`src/rtl/cache_line_fill_pkg.sv`:
```
// cache_line_fill_pkg: cache geometry, derived field widths and fill FSM state type
package cache_line_fill_pkg;
    localparam int ADDR_WIDTH      = 32;
    localparam int DATA_WIDTH      = 8;
    localparam int SIZE            = 1024;
    localparam int LINE_SIZE       = 256;
    localparam int NUM_LINES       = SIZE / LINE_SIZE;
    localparam int MAX_OUTSTANDING = 4;
    localparam int OFFSET_BITS     = $clog2(LINE_SIZE);
    localparam int IDX_BITS        = $clog2(NUM_LINES);
    localparam int TAG_BITS        = ADDR_WIDTH - IDX_BITS - OFFSET_BITS;
    localparam int CNT_BITS        = OFFSET_BITS + 1;
    localparam int OUT_BITS        = $clog2(MAX_OUTSTANDING) + 1;
    typedef enum logic [1:0] {IDLE, FILL, COMMIT} fill_state_t;
endpackage

```
`src/rtl/cache_line_fill.sv`:
```
// cache_line_fill: refills one cache line word-by-word from a pipelined memory port, then commits tag/valid
//   miss_valid/miss_ready/miss_addr       : miss request from lookup (offset bits ignored)
//   mem_req_valid/ready/addr              : word read requests, at most MAX_OUTSTANDING in flight
//   mem_rsp_valid/ready/data              : in-order read responses
//   arr_we/idx/offset/wdata               : data-array word write per response
//   tag_we/idx/wdata/wvalid               : invalidate at accept, commit tag+valid at end of fill
//   busy, fill_done                       : engine not idle; one-cycle commit pulse
module cache_line_fill
    import cache_line_fill_pkg::*;
(
    input  logic                   clk,
    input  logic                   rst_n,
    input  logic                   miss_valid,
    output logic                   miss_ready,
    input  logic [ADDR_WIDTH-1:0]  miss_addr,
    output logic                   mem_req_valid,
    input  logic                   mem_req_ready,
    output logic [ADDR_WIDTH-1:0]  mem_req_addr,
    input  logic                   mem_rsp_valid,
    output logic                   mem_rsp_ready,
    input  logic [DATA_WIDTH-1:0]  mem_rsp_data,
    output logic                   arr_we,
    output logic [IDX_BITS-1:0]    arr_idx,
    output logic [OFFSET_BITS-1:0] arr_offset,
    output logic [DATA_WIDTH-1:0]  arr_wdata,
    output logic                   tag_we,
    output logic [IDX_BITS-1:0]    tag_idx,
    output logic [TAG_BITS-1:0]    tag_wdata,
    output logic                   tag_wvalid,
    output logic                   busy,
    output logic                   fill_done
);
    localparam logic [CNT_BITS-1:0] FULL    = CNT_BITS'(LINE_SIZE);
    localparam logic [CNT_BITS-1:0] LAST    = CNT_BITS'(LINE_SIZE - 1);
    localparam logic [OUT_BITS-1:0] MAX_OUT = OUT_BITS'(MAX_OUTSTANDING);

    fill_state_t           state, state_n;
    logic [TAG_BITS-1:0]   tag;
    logic [IDX_BITS-1:0]   idx;
    logic [CNT_BITS-1:0]   req_cnt, rsp_cnt;
    logic [OUT_BITS-1:0]   outstanding;
    logic                  accept, req_hs, rsp_hs;
    logic                  unused_offset;

    assign unused_offset = ^miss_addr[OFFSET_BITS-1:0];
    // counters never wrap within a fill, so the truncated difference is the in-flight count
    assign outstanding = OUT_BITS'(req_cnt - rsp_cnt);
    assign busy = state != IDLE;

    always_ff @(posedge clk or negedge rst_n) begin
        if (!rst_n)
            state <= IDLE;
        else
            state <= state_n;
    end

    always_ff @(posedge clk or negedge rst_n) begin
        if (!rst_n) begin
            tag     <= '0;
            idx     <= '0;
            req_cnt <= '0;
            rsp_cnt <= '0;
        end else if (accept) begin
            tag     <= miss_addr[ADDR_WIDTH-1 -: TAG_BITS];
            idx     <= miss_addr[OFFSET_BITS +: IDX_BITS];
            req_cnt <= '0;
            rsp_cnt <= '0;
        end else begin
            req_cnt <= req_cnt + CNT_BITS'(req_hs);
            rsp_cnt <= rsp_cnt + CNT_BITS'(rsp_hs);
        end
    end

    always_comb begin
        state_n       = state;
        miss_ready    = 1'b0;
        mem_req_valid = 1'b0;
        mem_req_addr  = '0;
        mem_rsp_ready = 1'b0;
        arr_we        = 1'b0;
        arr_idx       = '0;
        arr_offset    = '0;
        arr_wdata     = '0;
        tag_we        = 1'b0;
        tag_idx       = '0;
        tag_wdata     = '0;
        tag_wvalid    = 1'b0;
        fill_done     = 1'b0;
        accept        = 1'b0;
        req_hs        = 1'b0;
        rsp_hs        = 1'b0;
        case (state)
            IDLE: begin
                miss_ready = 1'b1;
                accept     = miss_valid;
                // invalidate the target line for the duration of the fill
                tag_we     = miss_valid;
                tag_idx    = miss_valid ? miss_addr[OFFSET_BITS +: IDX_BITS] : '0;
                state_n    = miss_valid ? FILL : IDLE;
            end
            FILL: begin
                mem_req_valid = req_cnt < FULL && outstanding < MAX_OUT;
                mem_req_addr  = {tag, idx, req_cnt[OFFSET_BITS-1:0]};
                mem_rsp_ready = 1'b1;
                req_hs        = mem_req_valid && mem_req_ready;
                rsp_hs        = mem_rsp_valid;
                arr_we        = rsp_hs;
                arr_idx       = rsp_hs ? idx : '0;
                arr_offset    = rsp_hs ? rsp_cnt[OFFSET_BITS-1:0] : '0;
                arr_wdata     = rsp_hs ? mem_rsp_data : '0;
                state_n       = (rsp_hs && rsp_cnt == LAST) ? COMMIT : FILL;
            end
            COMMIT: begin
                tag_we     = 1'b1;
                tag_idx    = idx;
                tag_wdata  = tag;
                tag_wvalid = 1'b1;
                fill_done  = 1'b1;
                state_n    = IDLE;
            end
            default: state_n = IDLE;
        endcase
    end
endmodule

```
`config.mk`:
```
export PLATFORM = sky130hd
export DESIGN_NAME = cache_line_fill
export DESIGN_NICKNAME = d
export VERILOG_FILES = /design/src/rtl/cache_line_fill_pkg.sv /design/src/rtl/cache_line_fill.sv
export SDC_FILE = /design/constraint.sdc
export NUM_CORES = 1
export LEC_CHECK = 0
export BUFFER_PORTS_ARGS = -buffer_cell sky130_fd_sc_hd__buf_2
export CORE_UTILIZATION = 42
export CTS_BUF_LIST = sky130_fd_sc_hd__clkbuf_4
export CTS_CLUSTER_DIAMETER = 40
export DETAILED_ROUTE_END_ITERATION = 8
export GPL_TIMING_DRIVEN = 0
export PLACE_DENSITY = 0.9
export SYNTH_ARGS = -nofsm -noshare
export SYNTH_HDL_FRONTEND = slang
export SYNTH_SLANG_ARGS = --single-unit
```
`constraint.sdc`:
```
create_clock -name clk -period 1.9 [get_ports clk]
set_input_delay 0.19 -clock clk [delete_from_list [all_inputs] [get_ports clk]]
set_output_delay 0.19 -clock clk [all_outputs]
set_load 0.01 [all_outputs]
```
======== Word-level counts from Yosys, hierarchy flattened ========
Index checks and enable logic that the tools add are counted.
word-level totals
  bits in registers ....................... 44
  output and inout port bits .............. 82
  bits of input ports ..................... 45
  word-level logic and storage cells ...... 41
cells by class
  multiplexer cells ....................... 23
  reductions and logical operators ........ 5
  eq/ne operators ......................... 3
  add/sub/neg operators ................... 3
  magnitude comparators ................... 2
operators with widths
  cell                                                             count
  32-bit 2-to-1 mux                                                1
  8-bit 2-to-1 mux                                                 4
  22-bit 2-to-1 mux                                                1
  9-bit by 1-bit adder with 9-bit output                           2
  9-bit 2-to-1 mux                                                 2
  9-bit by 8-bit == test with 1-bit output, second input constant  1
  9-bit < comparator, second input constant                        1
  1-bit 2-to-1 mux                                                 8
  2-bit 2-to-1 mux                                                 4
  2-bit one-hot mux with 2 select lines                            2
  1-bit logical AND                                                3
  3-bit < comparator, second input constant                        1
  3-bit subtractor                                                 1
  2-bit by 1-bit == test with 1-bit output, second input constant  1
  2-bit == test, second input constant                             1
  2-bit logical NOT                                                1
  1-bit one-hot mux with 2 select lines                            1
  2-bit nonzero test                                               1

======== Depth between registers and ports, before layout ========
Gate-level depths: netlist (run 1).
  depth after elaboration ................. 7
  gate-level depth with buffers ........... 9
  depth with buffers taken out ............ 9

======== Worst setup path after synthesis (run 1) ========
OpenSTA, ideal clock, no wires.
  path kind ............................... flip-flop to flip-flop
  start point ............................. register state[1]
  end point ............................... register rsp_cnt[6]
  setup slack ............................. -0.261 ns
  path buffers ............................ 1
  stages on the path, launching flop included .. 10
  setup time .............................. 0.077 ns
  data required time ...................... 1.823 ns
  arrival time ............................ 2.084 ns
  clock period less this slack ............ 2.161 ns
  cells stage by stage .................... dfrtp_1 nand2b_1 inv_1 buf_2 and2_1 ha_1 ha_1 nand3_1 or3_1 a21oi_1
on the way
  longest elaborated chain between the ends .. 4
  elaborated cells on any way between the ends .. 6
  classes of those cells .................. add/sub: 1; eq/ne: 1; mux: 3; reduce/logical: 1
RTL lines
  what                                      line                   source
  start: declaration                        cache_line_fill.sv:37  fill_state_t state, state_n;
  start signal: assignment                  cache_line_fill.sv:54  state <= state_n;
  2-bit by 1-bit == test with 1-bit output  n/a
  1-bit 2-to-1 mux                          n/a
  named net arr_we                          cache_line_fill.sv:22  output logic arr_we,
  9-bit by 1-bit adder with 9-bit output    cache_line_fill.sv:70  rsp_cnt <= rsp_cnt + CNT_BITS'(rsp_hs);
  9-bit 2-to-1 mux                          cache_line_fill.sv:63  end else if (accept) begin
  end signal: assignment                    cache_line_fill.sv:70
  end: declaration                          cache_line_fill.sv:40  logic [CNT_BITS-1:0] req_cnt, rsp_cnt;
The timed path passes the listed nets, and every way through them passes these cells.
A chain may end at the register's enable or synchronous reset.

======== Worst setup path in the final report (run 1) ========
  start point ............................. register rsp_cnt[2]
  end point ............................... register req_cnt[8]
on the way
  longest elaborated chain between the ends .. 7
RTL lines
  what                                    line                    source
  3-bit subtractor                        cache_line_fill.sv:47   assign outstanding = OUT_BITS'(req_cnt - rsp_cnt);
  3-bit < comparator                      cache_line_fill.sv:102  mem_req_valid = req_cnt < FULL && outstanding < MAX_OUT;
  1-bit logical AND                       cache_line_fill.sv:102
  1-bit logical AND                       cache_line_fill.sv:105  req_hs = mem_req_valid && mem_req_ready;
  1-bit 2-to-1 mux                        cache_line_fill.sv:92   case (state)
  9-bit by 1-bit adder with 9-bit output  cache_line_fill.sv:69   req_cnt <= req_cnt + CNT_BITS'(req_hs);
  9-bit 2-to-1 mux                        cache_line_fill.sv:63
  end signal: assignment                  cache_line_fill.sv:69
  end: declaration                        cache_line_fill.sv:40
Every way passes these cells.

==> metrics.txt, run 1 <==
status complete, but fails checks; failing checks negative hold slack, negative setup slack; top library cells by usage in the layout, fill and taps aside sky130_fd_sc_hd__buf_2, sky130_fd_sc_hd__nand2_1, sky130_fd_sc_hd__and2_1; final routed wirelength across all metal layers 8.292 mm; Initial DRT Pass Iterations 4; share of final-layout standard cells stronger than drive strength 1 0.4715; Synth warnings 0; count of cell types in the netlist 31; initial cell density of the core 0.4431; residual DRC count 0; maximum clock frequency 0.4664 GHz; count of final hold-check violations 44; antenna violations before repair 0; first-pass GRT wire length 11.43 mm; fraction of the mapped netlist area in simple logic gates 0.4078; largest vdd supply drop 0.6248 mV; portion of netlist area occupied by mux cells 0.008612; post-route setup TNS -2.328 ns; io pins 127; class of the most critical hold timing path input port to asynchronous set/reset pin; Synth Instances 298; post-layout instance count excluding filler cells 528; hpwl dp 4.945 mm; Worst Max-Slew Pin Slew 0.9906 ns; max incr delay on CP 0.41 ns; Place WS -0.3458 ns; DRC violation total after the first TritonRoute iteration 126; die height 78.69 um; total routing resource utilization after global routing 0.2405; number of flops mapped to enable cells by yosys 0; power density normalized to cell area 933.6 nW/um2; fraction of the mapped netlist area in adder cells 0.02533; clock buffers created by TritonCTS 5; maximum fanout encountered on the critical timing path 8; clock tree from TritonCTS built; flip-flop and latch count after synthesis 44; critical path's top delay family simple AND/OR/NAND/NOR gates; die width 78.69 um; CTS clock-pin slew for the worst setup and hold paths 0.13 ns; complex-gate fraction of the synthesized area 0.03647; clock skew after layout 0.006453 ns; kind of end point of the critical path flip-flop; period utilisation layout 1.128; instance count after placement with tap cells included 487; endpoint arrival time on the critical path 2.44 ns; synthesized netlist net count 348; H-tree depth reported by CTS 2; nets 506; slowest stage cell, crit path sky130_fd_sc_hd__dfrtp_1; CP Data Required Time 2.20 ns; fin worst setup slack -0.2439 ns; max_slew headroom 0.3396; Setup CP Type flip-flop to flip-flop; Std-Cell Rows 27; parity-gate share of the synthesized area counting xor and xnor cells 0.02837; maximum number of pins on one net before global-route repair 45; overall overflow remaining after global route 0; average wire per standard cell 15.70 um; unrepaired setup endpoints after global routing true; routed via count 2,727; via count of the first global-routing pass 2,465; deepest clock path buffer count 2; routed vias/inst 5.165; clock insertion delay at the later pin of the skew report 0.36 ns; syn_area_per_cell 8.288 um2; GP Congestion 0.8237; placeable core region 5574 um2; total number of clock tree sinks 44; final antenna diode count 0; ys async rst share 1.000; most frequent standard cell in the layout excluding fill and tap cells sky130_fd_sc_hd__buf_2; cells along the critical path buf_4 > xnor2_1 > nand2_1 > mux2i_1 > ha_2 > ha_4 > nand3_4 > or3_1 > a21oi_2; Area growth syn-to-layout 62.21%; root cell of the clock tree sky130_fd_sc_hd__clkbuf_4; final critical-path required period 2.144 ns; Seq/Total Area, Yosys 0.4458; count of nets left with antenna violations after detail routing 0; Die ar. 6191 um2; dominant synthesized flop cell sky130_fd_sc_hd__dfrtp_1; count of max-cap constraint violations 0; summed instance area of the synthesized netlist 2470 um2; dominant combinational cell family by area after synthesis simple AND/OR/NAND/NOR gates; Post-Route Hold Slack -0.02398 ns; count of port buffers added during placement 117; combined buffer and inverter count along the critical path 1; reported leakage power 0.002165 uW; final number of setup-violating endpoints 21; launching element type of the critical path flip-flop; Pins Over Slew Limit 0
final timing paths:
kind,startpoint,end,slack (ns),depth (start not counted)
setup / recovery,rsp_cnt[2],req_cnt[8],-0.24,9
hold / removal,rst_n,req_cnt[3],-0.02,1
setup reg to reg,rsp_cnt[2],req_cnt[8],-0.24,9
hold reg to reg,tag[8],tag[8],0.50,2
max in group asynchronous,rst_n,state[0],1.25,1
min in group clk,miss_addr[25],tag[15],0.01,3
area by class of cell:
type | instances | area (um2)
Multi-Input combinational cell | 230 | 1509
Tap cell | 72 | 90.09
Clock buffer | 5 | 37.54
Fill cell | 377 | 1568
Sequential cell | 44 | 1105
Clock inverter | 2 | 60.06
Buffer | 18 | 131.4
Timing Repair Buffer | 152 | 1050
Inverter | 5 | 23.77
worst reg2reg max path, delay by kind of cell (launching register included):
kind / cells / cell delay, ns
simple gates: 3 / 0.53
flops: 1 / 0.41
fa+ha+maj: 2 / 0.40
xor+xnor: 1 / 0.24
buf+inv: 1 / 0.19
mux: 1 / 0.18
compound gates: 1 / 0.13
power breakdown:
part           internal, uW  leakage (uW)  total [uW]  switching [uW]
Combinational           967       0.00156        1730             765
Sequential             1100      0.000557        1290             190
Clock                   403     0.0000513         714             311
Total                  2470       0.00217        3740            1270
state kept, by name (all words and copies together), names as in the netlist:
| signal | cells |
|---|---|
| req_cnt | 9 |
| state | 2 |
| rsp_cnt | 9 |
| idx | 2 |
| tag | 22 |
cell usage after synthesis (6+ instances only):
cell type                  n  area (um2)
sky130_fd_sc_hd__a21oi_1   7       35.03
sky130_fd_sc_hd__and2_1   58       362.9
sky130_fd_sc_hd__and3_1   18       112.6
sky130_fd_sc_hd__buf_2     8       40.04
sky130_fd_sc_hd__dfrtp_1  44        1101
sky130_fd_sc_hd__nand2_1  82       307.8
sky130_fd_sc_hd__nand3_1   6       30.03
sky130_fd_sc_hd__nor2_1   10       37.54
sky130_fd_sc_hd__o21ai_0   8       40.04
sky130_fd_sc_hd__or3_1     7       43.79
metal layers:
| layer | up-vias | track usage | share of wire |
|---|---|---|---|
| li1 | 1268 | - | - |
| met1 | 1292 | 0.2798 | 0.38 |
| met5 | - | 0 | 0 |
| met2 | 145 | 0.4296 | 0.52 |
| met4 | 0 | 0.06667 | 0.022 |
| met3 | 22 | 0.06628 | 0.075 |
cell families (layout without fill, tap and decap cells):
kind of cell | Yosys count | in the layout
and+or+nand+nor | 198 | 198
adders and majority gates | 5 | 5
DFF | 44 | 44
AOI/OAI and AO/OA | 17 | 17
buffers and inverters | 24 | 182
muxes | 2 | 2
xor gates and xnor gates | 8 | 8
what timing repair did:
item	CTS	global route
endpoints found under the setup margin	51	80
pin swaps	8	19
resized for setup	26	81
hold endpoints to repair	3	8
setup buffers	15	6
cloned	0	3
hold buffers	3	8
through the flow:
stage / util / power [uW] / cell area (um2)
2_1_floorplan: - / 2026 / 2515
3_3_place_gp: 0.5724 / 2341 / 3191
3_5_place_dp: 0.5724 / 2426 / 3191
4_1_cts: 0.6343 / 3421 / 3536
5_1_grt: 0.7187 / 3930 / 4006
6_report: 0.7187 / 3740 / 4006
(Power assumes the default switching activity.)
==> inputs of run 2 (changes only) <==
Settings changed: CORE_UTILIZATION 42 to 45, PLACE_DENSITY 0.9 to 0.91.
Clock period 1.9 ns to 2.41 ns, I/O delays scaled along.
==> run 2 against run 1 <==
The flow now finishes without violations. Design area down 18%. Worst hold slack better by 0.036 ns. Sequential share of layout area grew 6.1 points. Total power shrank 36%. Cell count down 6.1%. Largest power group is now registers. Setup slack better by 0.41 ns.
==> metrics.txt, run 2 (synthesis results as in run 1) <==
status complete, no violations (was complete, but fails checks); capturing point of the worst reg2reg path req_cnt[8] (unchanged); first-pass GRT wire length 10.98 mm (was 11.43 mm); Fill cells 476 (was 377); final standard cell utilization of the core 0.6300 (was 0.7187); CP Data Required Time 2.70 ns (was 2.20 ns); number of cells traversed by the worst register-to-register path 8 (was 9); Worst Max-Slew Pin Slew 0.9922 ns (was 0.9906 ns); maximum fanout encountered on the critical timing path 5 (was 8); Die ar. 5789 um2 (was 6191 um2); Pins Over Slew Limit 0 (unchanged); clock tree from TritonCTS built (unchanged); share of final-layout standard cells stronger than drive strength 1 0.3615 (was 0.4715); placeable core region 5205 um2 (was 5574 um2); count of port buffers added during placement 117 (unchanged); clock insertion delay at the later pin of the skew report 0.37 ns (was 0.36 ns); endpoint arrival time on the critical path 2.54 ns (was 2.44 ns); deepest clock path buffer count 2 (unchanged); count of nets left with antenna violations after detail routing 0 (unchanged); nets 475 (was 506); total routing resource utilization after global routing 0.2360 (was 0.2405); routed via count 2,449 (was 2,727); final routed wirelength across all metal layers 6.589 mm (was 8.292 mm); final antenna diode count 0 (unchanged); overall overflow remaining after global route 0 (unchanged); total number of clock tree sinks 44 (unchanged); DRC violation total after the first TritonRoute iteration 90 (was 126); flip-flop count of the largest register, all copies and words added 22 (unchanged); Setup CP Type flip-flop to flip-flop (unchanged); period utilisation layout 0.9313 (was 1.128); maximum clock frequency 0.4456 GHz (was 0.4664 GHz); CTS clock-pin slew for the worst setup and hold paths 0.14 ns (was 0.13 ns); H-tree depth reported by CTS 2 (unchanged); average wire per standard cell 13.28 um (was 15.70 um); Area growth syn-to-layout 32.78% (was 62.21%); fin worst setup slack 0.1657 ns (was -0.2439 ns); via count of the first global-routing pass 2,347 (was 2,465); count of max-cap constraint violations 0 (unchanged); Initial DRT Pass Iterations 4 (unchanged); die width 76.09 um (was 78.69 um); io pins 127 (unchanged); GP Congestion 0.7960 (was 0.8237); Post-Route Hold Slack 0.01216 ns (was -0.02398 ns); start of the worst register-to-register path req_cnt[1] (was rsp_cnt[2]); reported leakage power 0.001889 uW (was 0.002165 uW); root cell of the clock tree sky130_fd_sc_hd__clkbuf_4 (unchanged); Biggest register tag (unchanged); kind of end point of the critical path flip-flop (unchanged); slack of the worst reg-to-reg path 0.17 ns (was -0.24 ns); Std-Cell Rows 26 (was 27); maximum number of pins on one net before global-route repair 45 (unchanged); residual DRC count 0 (unchanged); final number of setup-violating endpoints 0 (was 21); initial cell density of the core 0.4745 (was 0.4431); Place WS -0.003755 ns (was -0.3458 ns); hpwl dp 4.804 mm (was 4.945 mm); antenna violations before repair 0 (unchanged); largest registers tag: 22 flops, req_cnt: 9 flops, rsp_cnt: 9 flops (unchanged); launching element type of the critical path flip-flop (unchanged); clock skew after layout 0.01371 ns (was 0.006453 ns); class of the most critical hold timing path input port to asynchronous set/reset pin (unchanged); count of final hold-check violations 0 (was 44); max_slew headroom 0.3385 (was 0.3396); clock buffers created by TritonCTS 5 (unchanged); top library cells by usage in the layout, fill and taps aside sky130_fd_sc_hd__buf_2, sky130_fd_sc_hd__nand2_1, sky130_fd_sc_hd__and2_1 (unchanged); largest vdd supply drop 0.5685 mV (was 0.6248 mV); most frequent standard cell in the layout excluding fill and tap cells sky130_fd_sc_hd__buf_2 (unchanged); final critical-path required period 2.244 ns (was 2.144 ns); power density normalized to cell area 725.3 nW/um2 (was 933.6 nW/um2); routed vias/inst 4.938 (was 5.165); die height 76.09 um (was 78.69 um)
## run 2: power breakdown
part	total (uW)	switching, uW	internal [uW]
combinational	898	457	441
sequential	1000	134	870
clock	476	259	217
total	2380	851	1530
## run 2: layer usage
layer	part of all wire	global-route usage	wire [um]
met4	0.010	0.06346	66
met3	0.059	0.05030	386
met5	0	0	0
met2	0.49	0.4091	3247
met1	0.44	0.2981	2889
## run 2: worst max-delay path: stages (launching register included)
cell and delay [ns]:
sky130_fd_sc_hd__dfrtp_1 0.45, sky130_fd_sc_hd__ha_1 0.31, sky130_fd_sc_hd__a21o_1 0.19, sky130_fd_sc_hd__mux2i_1 0.17
sky130_fd_sc_hd__ha_2 0.22, sky130_fd_sc_hd__ha_2 0.20, sky130_fd_sc_hd__nand3_2 0.12, sky130_fd_sc_hd__or3_1 0.36
sky130_fd_sc_hd__a21oi_1 0.15
## run 2: timing repair
item / 4_1_cts / 5_1_grt
hold buffers: 0 / 0
endpoints found under the hold margin: 0 / 0
resized for setup: 1 / 11
endpoints found under the setup margin: 2 / 5
buffers inserted: 0 / 3
## run 2: area by class of cell
cell class | count | area [um2] | share of cell area
tap | 70 | 87.58 | 0.02671
sequential | 44 | 1104 | 0.3365
inverter | 5 | 18.77 | 0.005723
multi-input combinational | 230 | 1280 | 0.3903
clock inverter | 3 | 42.54 | 0.01297
clock buffer | 5 | 37.54 | 0.01145
buffer | 19 | 101.3 | 0.03090
timing repair buffer | 120 | 608.1 | 0.1854
## run 2: worst max path at each step
stage                     startpoint    endpoint
after floorplan             state[1]  rsp_cnt[6]
after global placement      state[1]  rsp_cnt[6]
after global routing        state[1]  rsp_cnt[8]
after CTS                   state[1]  rsp_cnt[8]
final                     req_cnt[1]  req_cnt[8]
after detailed placement    state[1]  rsp_cnt[8]
## run 2: metrics by stage
| step | total power [uW] | TNS (ns) | cell area, um2 | instances |
|---|---|---|---|---|
| after floorplan | 1556 | 0 | 2470 | 298 |
| after global placement | 1804 | 0 | 3143 | 485 |
| after detailed placement | 1855 | -0.003755 | 3143 | 485 |
| after CTS | 2330 | 0 | 3226 | 493 |
| after global routing | 2534 | -0.001394 | 3279 | 496 |
| final | 2379 | 0 | 3279 | 496 |
